$ cat src/rtl/lsu_bus_router.sv
// lsu_bus_router: registered base/mask address router from the LSU to N targets; optional o_err_count under ROUTER_ERR_CNT_EN
module lsu_bus_router #(
  parameter int NUM_REGIONS = 4,
  parameter int ADDR_W = 32,
  parameter int DATA_W = 32,
  parameter logic [NUM_REGIONS*ADDR_W-1:0] REGION_BASE = {32'h1002_0000, 32'h1001_0000, 32'h1000_0000, 32'h0000_0000},
  parameter logic [NUM_REGIONS*ADDR_W-1:0] REGION_MASK = {32'hFFFF_0000, 32'hFFFF_F000, 32'hFFFF_F000, 32'hFFFF_F800},
  parameter int TIMEOUT_CYC = 15
) (
  input  logic                          i_clk,
  input  logic                          i_reset,
  input  logic                          i_req_valid,
  output logic                          o_req_ready,
  input  logic [ADDR_W-1:0]             i_req_addr,
  input  logic                          i_req_wren,
  input  logic [DATA_W-1:0]             i_req_wdata,
  input  logic [DATA_W/8-1:0]           i_req_bmask,
  output logic [NUM_REGIONS-1:0]        o_slv_valid,
  output logic [ADDR_W-1:0]             o_slv_addr,
  output logic                          o_slv_wren,
  output logic [DATA_W-1:0]             o_slv_wdata,
  output logic [DATA_W/8-1:0]           o_slv_bmask,
  input  logic [NUM_REGIONS-1:0]        i_slv_ready,
  input  logic [NUM_REGIONS-1:0]        i_slv_rvalid,
  input  logic [NUM_REGIONS*DATA_W-1:0] i_slv_rdata,
  output logic                          o_rsp_valid,
  output logic [DATA_W-1:0]             o_rsp_rdata,
  output logic                          o_rsp_err,
  output logic                          o_busy
`ifdef ROUTER_ERR_CNT_EN
  ,output logic [15:0]                  o_err_count
`endif
);
  typedef enum logic [1:0] {IDLE, ISSUE, WAIT, RESP} state_t;
  localparam int CW = TIMEOUT_CYC > 0 ? $clog2(TIMEOUT_CYC + 1) : 1;
  localparam logic [CW:0] TMO = (CW+1)'(TIMEOUT_CYC);
  state_t state, state_nx;
  logic [NUM_REGIONS-1:0] hit, sel;
  logic [ADDR_W-1:0] addr;
  logic wren, err, ready_sel, rvalid_sel, tmo;
  logic [DATA_W-1:0] wdata, rdata, rsel;
  logic [DATA_W/8-1:0] bmask;
  logic [CW-1:0] cnt;
  logic [CW:0] cnt_nx;
  // descending scan so the lowest matching region overrides higher ones
  always_comb begin
    hit = '0;
    rsel = '0;
    for (int k = NUM_REGIONS - 1; k >= 0; k--)
      if ((i_req_addr & REGION_MASK[k*ADDR_W +: ADDR_W]) == REGION_BASE[k*ADDR_W +: ADDR_W])
        hit = NUM_REGIONS'(1) << k;
    for (int k = 0; k < NUM_REGIONS; k++)
      rsel = rsel | ({DATA_W{sel[k]}} & i_slv_rdata[k*DATA_W +: DATA_W]);
  end
  assign ready_sel = |(i_slv_ready & sel);
  assign rvalid_sel = |(i_slv_rvalid & sel);
  assign cnt_nx = {1'b0, cnt} + (CW+1)'(1);
  assign tmo = (TIMEOUT_CYC != 0) && (state == ISSUE || state == WAIT) && cnt_nx == TMO;
  always_comb begin
    state_nx = state;
    case (state)
      IDLE:    state_nx = !i_req_valid ? IDLE : |hit ? ISSUE : RESP;
      ISSUE:   state_nx = tmo ? RESP : !ready_sel ? ISSUE : wren ? RESP : WAIT;
      WAIT:    state_nx = tmo || rvalid_sel ? RESP : WAIT;
      default: state_nx = IDLE;
    endcase
  end
  always_ff @(posedge i_clk) begin
    if (i_reset) begin
      state <= IDLE;
      addr <= '0;
      wren <= 1'b0;
      wdata <= '0;
      bmask <= '0;
      sel <= '0;
      err <= 1'b0;
      rdata <= '0;
      cnt <= '0;
    end else begin
      state <= state_nx;
      if (state == IDLE && i_req_valid) begin
        addr <= i_req_addr;
        wren <= i_req_wren;
        wdata <= i_req_wdata;
        bmask <= i_req_bmask;
        sel <= hit;
        err <= ~|hit;
        rdata <= '0;
        cnt <= '0;
      end
      if (state == ISSUE || state == WAIT) cnt <= &cnt ? cnt : cnt + CW'(1);
      if (tmo) err <= 1'b1;
      else if (state == WAIT && rvalid_sel) rdata <= rsel;
    end
  end
`ifdef ROUTER_ERR_CNT_EN
  logic [15:0] err_count;
  always_ff @(posedge i_clk) begin
    if (i_reset) err_count <= '0;
    else if (state == RESP && err && err_count != 16'hFFFF) err_count <= err_count + 16'd1;
  end
  assign o_err_count = err_count;
`endif
  assign o_req_ready = state == IDLE;
  assign o_slv_valid = state == ISSUE ? sel : '0;
  assign o_slv_addr = addr;
  assign o_slv_wren = wren;
  assign o_slv_wdata = wdata;
  assign o_slv_bmask = bmask;
  assign o_rsp_valid = state == RESP;
  assign o_rsp_rdata = state == RESP ? rdata : '0;
  assign o_rsp_err = state == RESP && err;
  assign o_busy = state != IDLE;
endmodule

$ cat config.mk
export PLATFORM = sky130hd
export DESIGN_NAME = lsu_bus_router
export DESIGN_NICKNAME = d
export VERILOG_FILES = /design/src/rtl/lsu_bus_router.sv
export SDC_FILE = /design/constraint.sdc
export NUM_CORES = 1
export LEC_CHECK = 0
export ABC_AREA = 0
export CAP_MARGIN = 25
export CELL_PAD_IN_SITES_DETAIL_PLACEMENT = 1
export CELL_PAD_IN_SITES_GLOBAL_PLACEMENT = 1
export CORE_ASPECT_RATIO = 0.8
export CORE_MARGIN = 5
export CORE_UTILIZATION = 27
export DETAILED_ROUTE_END_ITERATION = 10
export GPL_TIMING_DRIVEN = 0
export PLACE_DENSITY = 0.94
export SLEW_MARGIN = 5
export SYNTH_ARGS = -nofsm -noshare
export SYNTH_HDL_FRONTEND = slang
export SYNTH_SLANG_ARGS = --single-unit
$ cat constraint.sdc
create_clock -name i_clk -period 3.7 [get_ports i_clk]
set_input_delay 0.37 -clock i_clk [delete_from_list [all_inputs] [get_ports i_clk]]
set_output_delay 0.37 -clock i_clk [all_outputs]
set_load 0.05 [all_outputs]
==> results of run 1 <==
-- per-layer routing --
layer  vias up  part of all wire  wire length [um]
met2       208              0.50             12400
li1       2986                 -                 -
met3        37             0.071              1770
met5         -                 0                 0
met1      3012              0.41             10200
met4         0             0.023               567
-- cell type report --
class	count	share of cell area
inverters	6	0.00252
flip-flops and latches	112	0.251
multi-input cells	506	0.294
well taps	258	0.0361
plain buffers	57	0.0298
repair buffers	316	0.354
clock buffers	12	0.0298
clock inverters	4	0.00294
-- state kept, by name, indices dropped and copies added, names as in the netlist --
signal       count
err              1
rdata           32
o_slv_addr      32
o_slv_wren       1
state            2
cnt              4
o_slv_bmask      4
sel              4
o_slv_wdata     32
-- report_power, final --
group	total [uW]	internal (uW)	switching, uW
Sequential	1330	1280	44.8
Clock	963	513	450
Combinational	1030	418	616
Total	3330	2210	1110
-- synthesized netlist by cell type, types with 2 or more instances --
library cell	count
nand3_2	2
nor3_1	5
nor2_1	10
and4_1	2
a21oi_2	2
clkbuf_1	49
and2_1	38
nand2_1	209
nand3_1	33
nand3b_1	2
o21ai_0	2
buf_4	3
a32oi_1	2
a22oi_1	65
nand2b_1	2
ha_1	6
a21oi_1	106
a211oi_1	2
nor4_1	6
a22o_1	3
inv_1	6
buf_8	3
dfxtp_1	112
-- cell families after synthesis --
group	after synthesis	synth area share
simple gates	314	0.271
compound gates	186	0.224
flops	112	0.434
buf+inv	63	0.0560
fa+ha+maj	6	0.0145
-- through the flow --
step                       util  total power, uW  cells  hold WS (ns)  worst slack, ns
after floorplan               -             1880    681         0.441             1.72
after global placement    0.459             2360   1255         0.441            0.959
after detailed placement  0.459             2390   1255         0.448            0.946
after CTS                 0.474             3370   1271         0.458            0.536
after global routing      0.474             3490   1271         0.470            0.466
final                     0.474             3330   1271         0.455            0.514
-- final timing paths --
path	from	to	slack [ns]	cells past startpoint
worst min-delay path	o_slv_addr[12]	o_slv_addr[12]	0.45	2
worst min register to register	o_slv_addr[12]	o_slv_addr[12]	0.45	2
worst max-delay path	sel[1]	o_slv_valid[1]	0.51	4
worst max register to register	state[0]	o_slv_addr[31]	1.23	7
-- critical path: stages (launching register included) --
cell	delay, ns
dfxtp_1	0.32
clkbuf_1	0.43
clkbuf_1	0.65
and2_1	0.23
clkdlybuf4s50_1	0.83
==> run metrics, run 1 <==
status complete, no violations; Layout area overhead 73.2%; WL per Instance 19.6 um; Final Hold Fails 0; max_cap viols 0; Clock Latency Late Sink 0.35 ns; CTS sink cnt 112; Worst Setup End Kind primary output; Antenna diodes 0; Top Usage Layer GRT met2; fillcell total 2317; hpwl dp 20.5 mm; post_cts resized 0; maximum vdd ir drop 211 uV; area of the core 18900 um2; synthesized area 5160 um2; clock-pin slew on the worst setup and hold paths 0.07 ns; Hold Crit Class flip-flop to flip-flop; number of flops mapped to enable cells by yosys 0; final WL 24.9 mm; Routed Antenna Nets 0; commonest non-fill, non-tap cell in the layout clkdlybuf4s50_1; vias in the first global route 6542; nets 1222; Leak 0.00324 uW; die width 165 um; post-layout min period 3.19 ns; Slew @ Worst Pin 0.774 ns; Die Y 134 um; first-pass GRT wire length 36.3 mm; Net Count, Synth 895; Setup Buffers After CTS 0; Synth top area share 0.434; fin crit share 0.861; most frequent cells in the layout clkdlybuf4s50_1, nand2_1, dfxtp_1; YS warnings 0; setup violation total in the final timing report 0; main area contributors after synthesis dfxtp_1, nand2_1, a21oi_1; Port Buffers 316; die area 22000 um2; Synth cell types 34; Multi-input gate area 2630 um2; Startpoint Class flip-flop; RSZ-0062 raised after global routing no; GR Layer Usage met3 0.0650; global-route usage over all layers 0.214; H-tree levels 3; hold buffers post-CTS 0; fmax 0.314 GHz; CTS tree done; Placed Area 8650 um2; sequential area share after synthesis 0.434; register area 2240 um2; vias per cell 4.91; Root Buffer clkbuf_16; fraction of layout cells with a size suffix above 1 0.0296; Starting Density 0.274; fin area 8940 um2; setup TNS 0 ns; relative slew slack 0.484; CTS max path bufs 2; # IOs 317; initial antenna violation count 0; P per Cell Area 372 nW/um2; Async SR Flop Fraction 0; Slew Limit Fails 0; clk_skew 0.00689 ns; GR Overflow Total 0; Pre-antenna DRT Iters 5; WP data arrival 2.82 ns; leading area contributor after synthesis dfxtp_1; Crit Path Category flip-flop to primary output; Primary FF master, synth dfxtp_1; syn avg cell area 7.58 um2; crit-path max FO 10; DR iter-0 viols 231; largest net degree at the start of global routing 18; DRC viols 0; # rows 45; met2 usage 0.375; Num CTS Buffers 9; met1 capacity usage during global routing 0.251; vias 6243; Worst EP required 3.33 ns; RePlAce Congestion 0.871; Cells after Synth 681; post-synthesis register bit count 112
(Power assumes the default switching activity.)
==> run 2, diff against run 1 <==
--- a/config.mk
+++ b/config.mk
@@ -10,11 +10,12 @@
 export CELL_PAD_IN_SITES_DETAIL_PLACEMENT = 1
 export CELL_PAD_IN_SITES_GLOBAL_PLACEMENT = 1
 export CORE_ASPECT_RATIO = 0.8
-export CORE_MARGIN = 5
+export CORE_MARGIN = 2
 export CORE_UTILIZATION = 27
 export DETAILED_ROUTE_END_ITERATION = 10
 export GPL_TIMING_DRIVEN = 0
 export PLACE_DENSITY = 0.94
+export SETUP_SLACK_MARGIN = 0.4
 export SLEW_MARGIN = 5
 export SYNTH_ARGS = -nofsm -noshare
 export SYNTH_HDL_FRONTEND = slang
==> run 2 against run 1 <==
Compared with the run above:
- sequential power about the same
- total power up 3.0%
- sequential share of layout area decreased by 0.066 points
==> run metrics, run 2 (synthesis gave the netlist of run 1 again) <==
status complete, no violations; critical path buffer and inverter count 3 (unchanged); Final WS setup 0.613 ns (+0.0995 ns); reg2reg end o_slv_addr[2]; critical path's slowest cell clkdlybuf4s50_1; Crit Path Category flip-flop to primary output; Layout Utilization 0.475 (+0.00126); Worst Setup End Kind primary output; # IOs 317 (unchanged); WP data arrival 2.72 ns (-0.10 ns); Antenna diodes 0 (unchanged); clock-pin slew on the worst setup and hold paths 0.07 ns (about the same); CP Cell Sequence clkbuf_1, clkbuf_1, and2_1, clkdlybuf4s50_1; Worst path max stage delay 0.82 ns (about the same); Port Buffers 316 (unchanged); Slew Limit Fails 0 (unchanged); CTS sink cnt 112 (unchanged); Startpoint Class flip-flop; initial antenna violation count 0 (unchanged); relative slew slack 0.481 (-0.00290); Routed Antenna Nets 0 (unchanged); Clock Latency Late Sink 0.35 ns (about the same); Starting Density 0.274 (unchanged); reg2reg path depth 7 (unchanged); GR Overflow Total 0 (unchanged); crit-path max FO 10 (unchanged); max_cap viols 0 (unchanged); Placed Area 8650 um2 (unchanged); DRC viols 0 (unchanged); fraction of layout cells with a size suffix above 1 0.0277 (-0.00192); most frequent cells in the layout clkdlybuf4s50_1, nand2_1, dfxtp_1; vias in the first global route 6668 (+1.9%); Hold Crit Class flip-flop to flip-flop; Top cell by count, worst path clkbuf_1; # rows 45 (unchanged); DR iter-0 viols 308 (+33%); vias per cell 4.95 (+0.86%); hold buffers post-CTS 0 (unchanged); commonest non-fill, non-tap cell in the layout clkdlybuf4s50_1; RePlAce Congestion 0.915 (+5.0%); setup TNS 0 ns (unchanged); vias 6287 (+0.70%); final WL 24.2 mm (-2.8%); WHS Endpoint o_slv_wdata[31]; setup violation total in the final timing report 0 (unchanged); Root Buffer clkbuf_16; Post-Place Setup Slack 1.04 ns (+0.0906 ns); global-route usage over all layers 0.234 (+0.0201); Final Hold Fails 0 (unchanged); first-pass GRT wire length 36.5 mm (+0.68%); P per Cell Area 382 nW/um2 (+2.8%); fmax 0.324 GHz (+3.2%); CTS tree done; fin crit share 0.834 (-0.0269); die width 159 um (-3.6%); CTS max path bufs 2 (unchanged); WL per Instance 19.1 um (-2.6%); post-layout min period 3.09 ns (-0.0995 ns); fin area 8960 um2 (+0.27%); H-tree levels 3 (unchanged); nets 1222 (unchanged); Worst EP required 3.33 ns (about the same); Slew @ Worst Pin 0.778 ns (+0.00435 ns); Layout area overhead 73.7%; clk_skew 0.00812 ns (+0.00123 ns); Min Hold Slack 0.458 ns (+0.00294 ns); Leak 0.00325 uW (+0.32%); area of the core 18900 um2 (unchanged); RSZ-0062 raised after global routing no; post_cts resized 0 (unchanged); Setup Buffers After CTS 0 (unchanged); Die Y 128 um (-4.5%); Num CTS Buffers 9 (unchanged); worst hold path depth 2 (unchanged); Worst path depth 4 (unchanged); Worst path top cell family by delay buffers and inverters; Pre-antenna DRT Iters 5 (unchanged); die area 20200 um2 (-8.0%); R2R setup slack 1.21 ns (-0.02 ns); maximum vdd ir drop 256 uV (+21%); HP Start o_slv_wdata[31]; worst flop-to-flop path startpoint state[0]; hpwl dp 19.5 mm (-4.5%); largest net degree at the start of global routing 18 (unchanged)
==> run 2: worst reg2reg max path, stage by stage, from the launching register on <==
cell and delay (ns):
dfxtp_1 0.38, inv_1 0.08, ha_1 0.28, nand2_1 0.35
clkbuf_1 0.54, clkbuf_1 0.45, nand2_1 0.14, a21oi_1 0.19
==> run 2: cell type report <==
cell class,count,area [um2]
Fill cell,2295,9900
Sequential cell,112,2240
Clock buffer,10,239
Timing Repair Buffer,316,3160
Inverter,6,22.5
Multi-Input combinational cell,506,2630
Buffer,57,267
Clock inverter,4,77.6
Tap cell,258,323
==> run 2: worst max-delay path by stage <==
stage,from,end,slack [ns]
2_1_floorplan,state[0],o_rsp_rdata[0],1.72
3_3_place_gp,sel[1],o_slv_valid[1],1.02
3_5_place_dp,sel[1],o_slv_valid[1],1.04
4_1_cts,sel[1],o_slv_valid[1],0.64
5_1_grt,sel[1],o_slv_valid[1],0.55
6_report,sel[1],o_slv_valid[1],0.61
==> run 2: layer usage <==
layer / GRT usage / vias to the layer above / share of wire
met5: 0 / - / 0
met1: 0.283 / 3045 / 0.42
met4: 0.0609 / 0 / 0.019
met2: 0.411 / 222 / 0.49
li1: - / 2985 / -
met3: 0.0612 / 35 / 0.073
==> run 2: per-stage QoR <==
stage | instances | total power (uW)
3_5_place_dp | 1255 | 2390
3_3_place_gp | 1255 | 2360
5_1_grt | 1269 | 3590
2_1_floorplan | 681 | 1880
6_report | 1269 | 3430
4_1_cts | 1269 | 3470
==> run 2: where the power goes <==
part,total (uW),switching (uW),leakage (uW),internal [uW]
logic,1030,611,0.00218,419
registers,1330,45.7,0.000913,1280
clock network,1070,457,0.000155,611
==> run 3, diff against run 2 <==
--- a/config.mk
+++ b/config.mk
@@ -11,10 +11,10 @@
 export CELL_PAD_IN_SITES_GLOBAL_PLACEMENT = 1
 export CORE_ASPECT_RATIO = 0.8
 export CORE_MARGIN = 2
-export CORE_UTILIZATION = 27
+export CORE_UTILIZATION = 25
 export DETAILED_ROUTE_END_ITERATION = 10
 export GPL_TIMING_DRIVEN = 0
-export PLACE_DENSITY = 0.94
+export PLACE_DENSITY = 0.88
 export SETUP_SLACK_MARGIN = 0.4
 export SLEW_MARGIN = 5
 export SYNTH_ARGS = -nofsm -noshare
==> constraint.sdc (replaced) <==
create_clock -name i_clk -period 3.1 [get_ports i_clk]
set_input_delay 0.31 -clock i_clk [delete_from_list [all_inputs] [get_ports i_clk]]
set_output_delay 0.31 -clock i_clk [all_outputs]
set_load 0.05 [all_outputs]
==> run 3 against run 2 <==
Compared with the run above:
- cell count up 0.63%
- setup slack got worse by 0.061 ns
- sequential power increased by 19%
- critical path type unchanged
- register-to-register slack worse by 0.40 ns
- critical endpoint is now o_rsp_rdata[7]
==> run metrics, run 3 (synthesis gave the netlist of run 1 again) <==
setup violation total in the final timing report 0 (unchanged); vias 6177 (-1.7%); CTS max path bufs 2 (unchanged); met1 capacity usage during global routing 0.261 (-0.0217); WP data arrival 2.24 ns (-0.48 ns); DRC viols 0 (unchanged); clock-pin slew on the worst setup and hold paths 0.08 ns (about the same); Port Buffers 316 (unchanged); worst hold path depth 2 (unchanged); fmax 0.392 GHz; Final WS setup 0.552 ns (-0.0615 ns); RSZ-0062 raised after global routing no; P per Cell Area 443 nW/um2 (+16%); Worst Setup EP o_rsp_rdata[7]; Pre-antenna DRT Iters 4 (-1); CTS tree done; GR Layer Usage met3 0.0555 (-0.00570); Slew @ Worst Pin 0.698 ns (-0.0806 ns); final WL 23.8 mm (-1.9%); fraction of layout cells with a size suffix above 1 0.0336 (+0.00587); nets 1222 (unchanged); placed cells 1261 (+0.48%); most frequent cells in the layout clkdlybuf4s50_1, nand2_1, dfxtp_1; RePlAce Congestion 0.894 (-2.3%); status complete, no violations; R2R setup slack 0.81 ns (-0.40 ns); relative slew slack 0.535 (+0.0538); crit-path max FO 10 (unchanged); crit path launch state[1]; first-pass GRT wire length 35.4 mm (-3.2%); Crit Path Category flip-flop to primary output; Layout area overhead 72.6%; critical path's slowest cell dlygate4sd2_1; vias in the first global route 6491 (-2.7%); initial antenna violation count 0 (unchanged); worst flop-to-flop path startpoint sel[0]; reg2reg end rdata[6]; reg2reg path depth 7 (unchanged); global-route usage over all layers 0.209 (-0.0245); Final Hold Fails 0 (unchanged); Slew Limit Fails 0 (unchanged); area of the core 20000 um2 (+6.2%); Starting Density 0.258 (-0.0160); vias per cell 4.84 (-2.4%); clk_skew 0.00918 ns (+0.00106 ns); # IOs 317 (unchanged); Leak 0.00344 uW (+5.8%); DR iter-0 viols 292 (-5.2%); CP Cell Sequence ha_1, clkbuf_1, and2_1, dlygate4sd2_1; met2 usage 0.355 (-0.0558); Root Buffer clkbuf_16; Worst path max stage delay 0.57 ns (-0.25 ns); Post-Layout Cell Count 1277 (+0.63%); post-layout min period 2.55 ns; largest net degree at the start of global routing 18 (unchanged); Worst Setup End Kind primary output; Num CTS Buffers 9 (unchanged); # rows 46 (+2.2%); fin crit share 0.822; commonest non-fill, non-tap cell in the layout clkdlybuf4s50_1; Antenna diodes 0 (unchanged); Die Y 133 um (+3.8%); setup TNS 0 ns (unchanged); max_cap viols 0 (unchanged); Post-Place Setup Slack 0.471 ns (-0.566 ns); Top Usage Layer GRT met2; Routed Antenna Nets 0 (unchanged); die width 165 um (+3.8%); Worst EP required 2.79 ns (-0.54 ns); Setup Buffers After CTS 0 (unchanged); CTS sink cnt 112 (unchanged); GR Overflow Total 0 (unchanged); Startpoint Class flip-flop; hpwl dp 19.1 mm (-2.2%); WL per Instance 18.6 um (-2.5%); H-tree levels 3 (unchanged); Hold Crit Class flip-flop to flip-flop; maximum vdd ir drop 286 uV (+12%); Clock Latency Late Sink 0.35 ns (about the same); die area 21800 um2 (+7.8%)
run 3: cell count changes in the layout (fill, tap and decap cells not counted), sizes merged:
cell	before	now
clkdlybuf4s50	316	282
dlygate4sd2	0	32
bufinv	2	0
clkbuf	59	61
clkinv	0	2
clkinvlp	0	2
dlymetal6s2s	0	2
inv	8	6
run 3: metal layers:
layer | share of wire | vias to the layer above
li1 | - | 2995
met1 | 0.43 | 2943
met2 | 0.48 | 208
met3 | 0.069 | 31
met4 | 0.020 | 0
met5 | 0 | -
run 3: critical path: cells and delay by family, from the launching register on:
family	cells	cell delay (ns)
buf+inv	2	0.93
flops	1	0.38
simple gates	1	0.18
fa+ha+maj	1	0.39
run 3: report_power, final:
part	internal, uW	switching, uW
Sequential	1530	53.4
Clock	591	545
Combinational	500	728
run 3: worst min path at each step:
stage                              start              to
after global routing      o_slv_addr[15]  o_slv_addr[15]
after detailed placement   o_slv_addr[3]   o_slv_addr[3]
after CTS                  o_slv_addr[3]   o_slv_addr[3]
final                     o_slv_addr[16]  o_slv_addr[16]
after global placement    o_slv_addr[28]  o_slv_addr[28]
after floorplan                  i_reset          cnt[3]
run 3: timing repair:
action / CTS / global route
pin swaps: 0 / 0
setup endpoints to repair: 34 / 7
gates cloned: 0 / 0
hold buffers: 0 / 0
gates resized for setup: 36 / 4
run 3: stage by stage:
step	total power, uW	area, um2	utilization	hold slack, ns
after detailed placement	2850	8660	0.432	0.446
after floorplan	2240	5160	-	0.400
after global placement	2830	8660	0.432	0.440
final	3950	8910	0.445	0.456
after CTS	3990	8910	0.445	0.456
after global routing	4150	8910	0.445	0.480
run 3: layout make-up:
cell class / instances / area (um2)
buffer: 57 / 273
clock buffer: 12 / 256
clock inverter: 4 / 28.8
fill: 2452 / 11100
inverter: 6 / 22.5
multi-input combinational: 506 / 2630
sequential: 112 / 2240
tap: 264 / 330
timing repair buffer: 316 / 3130
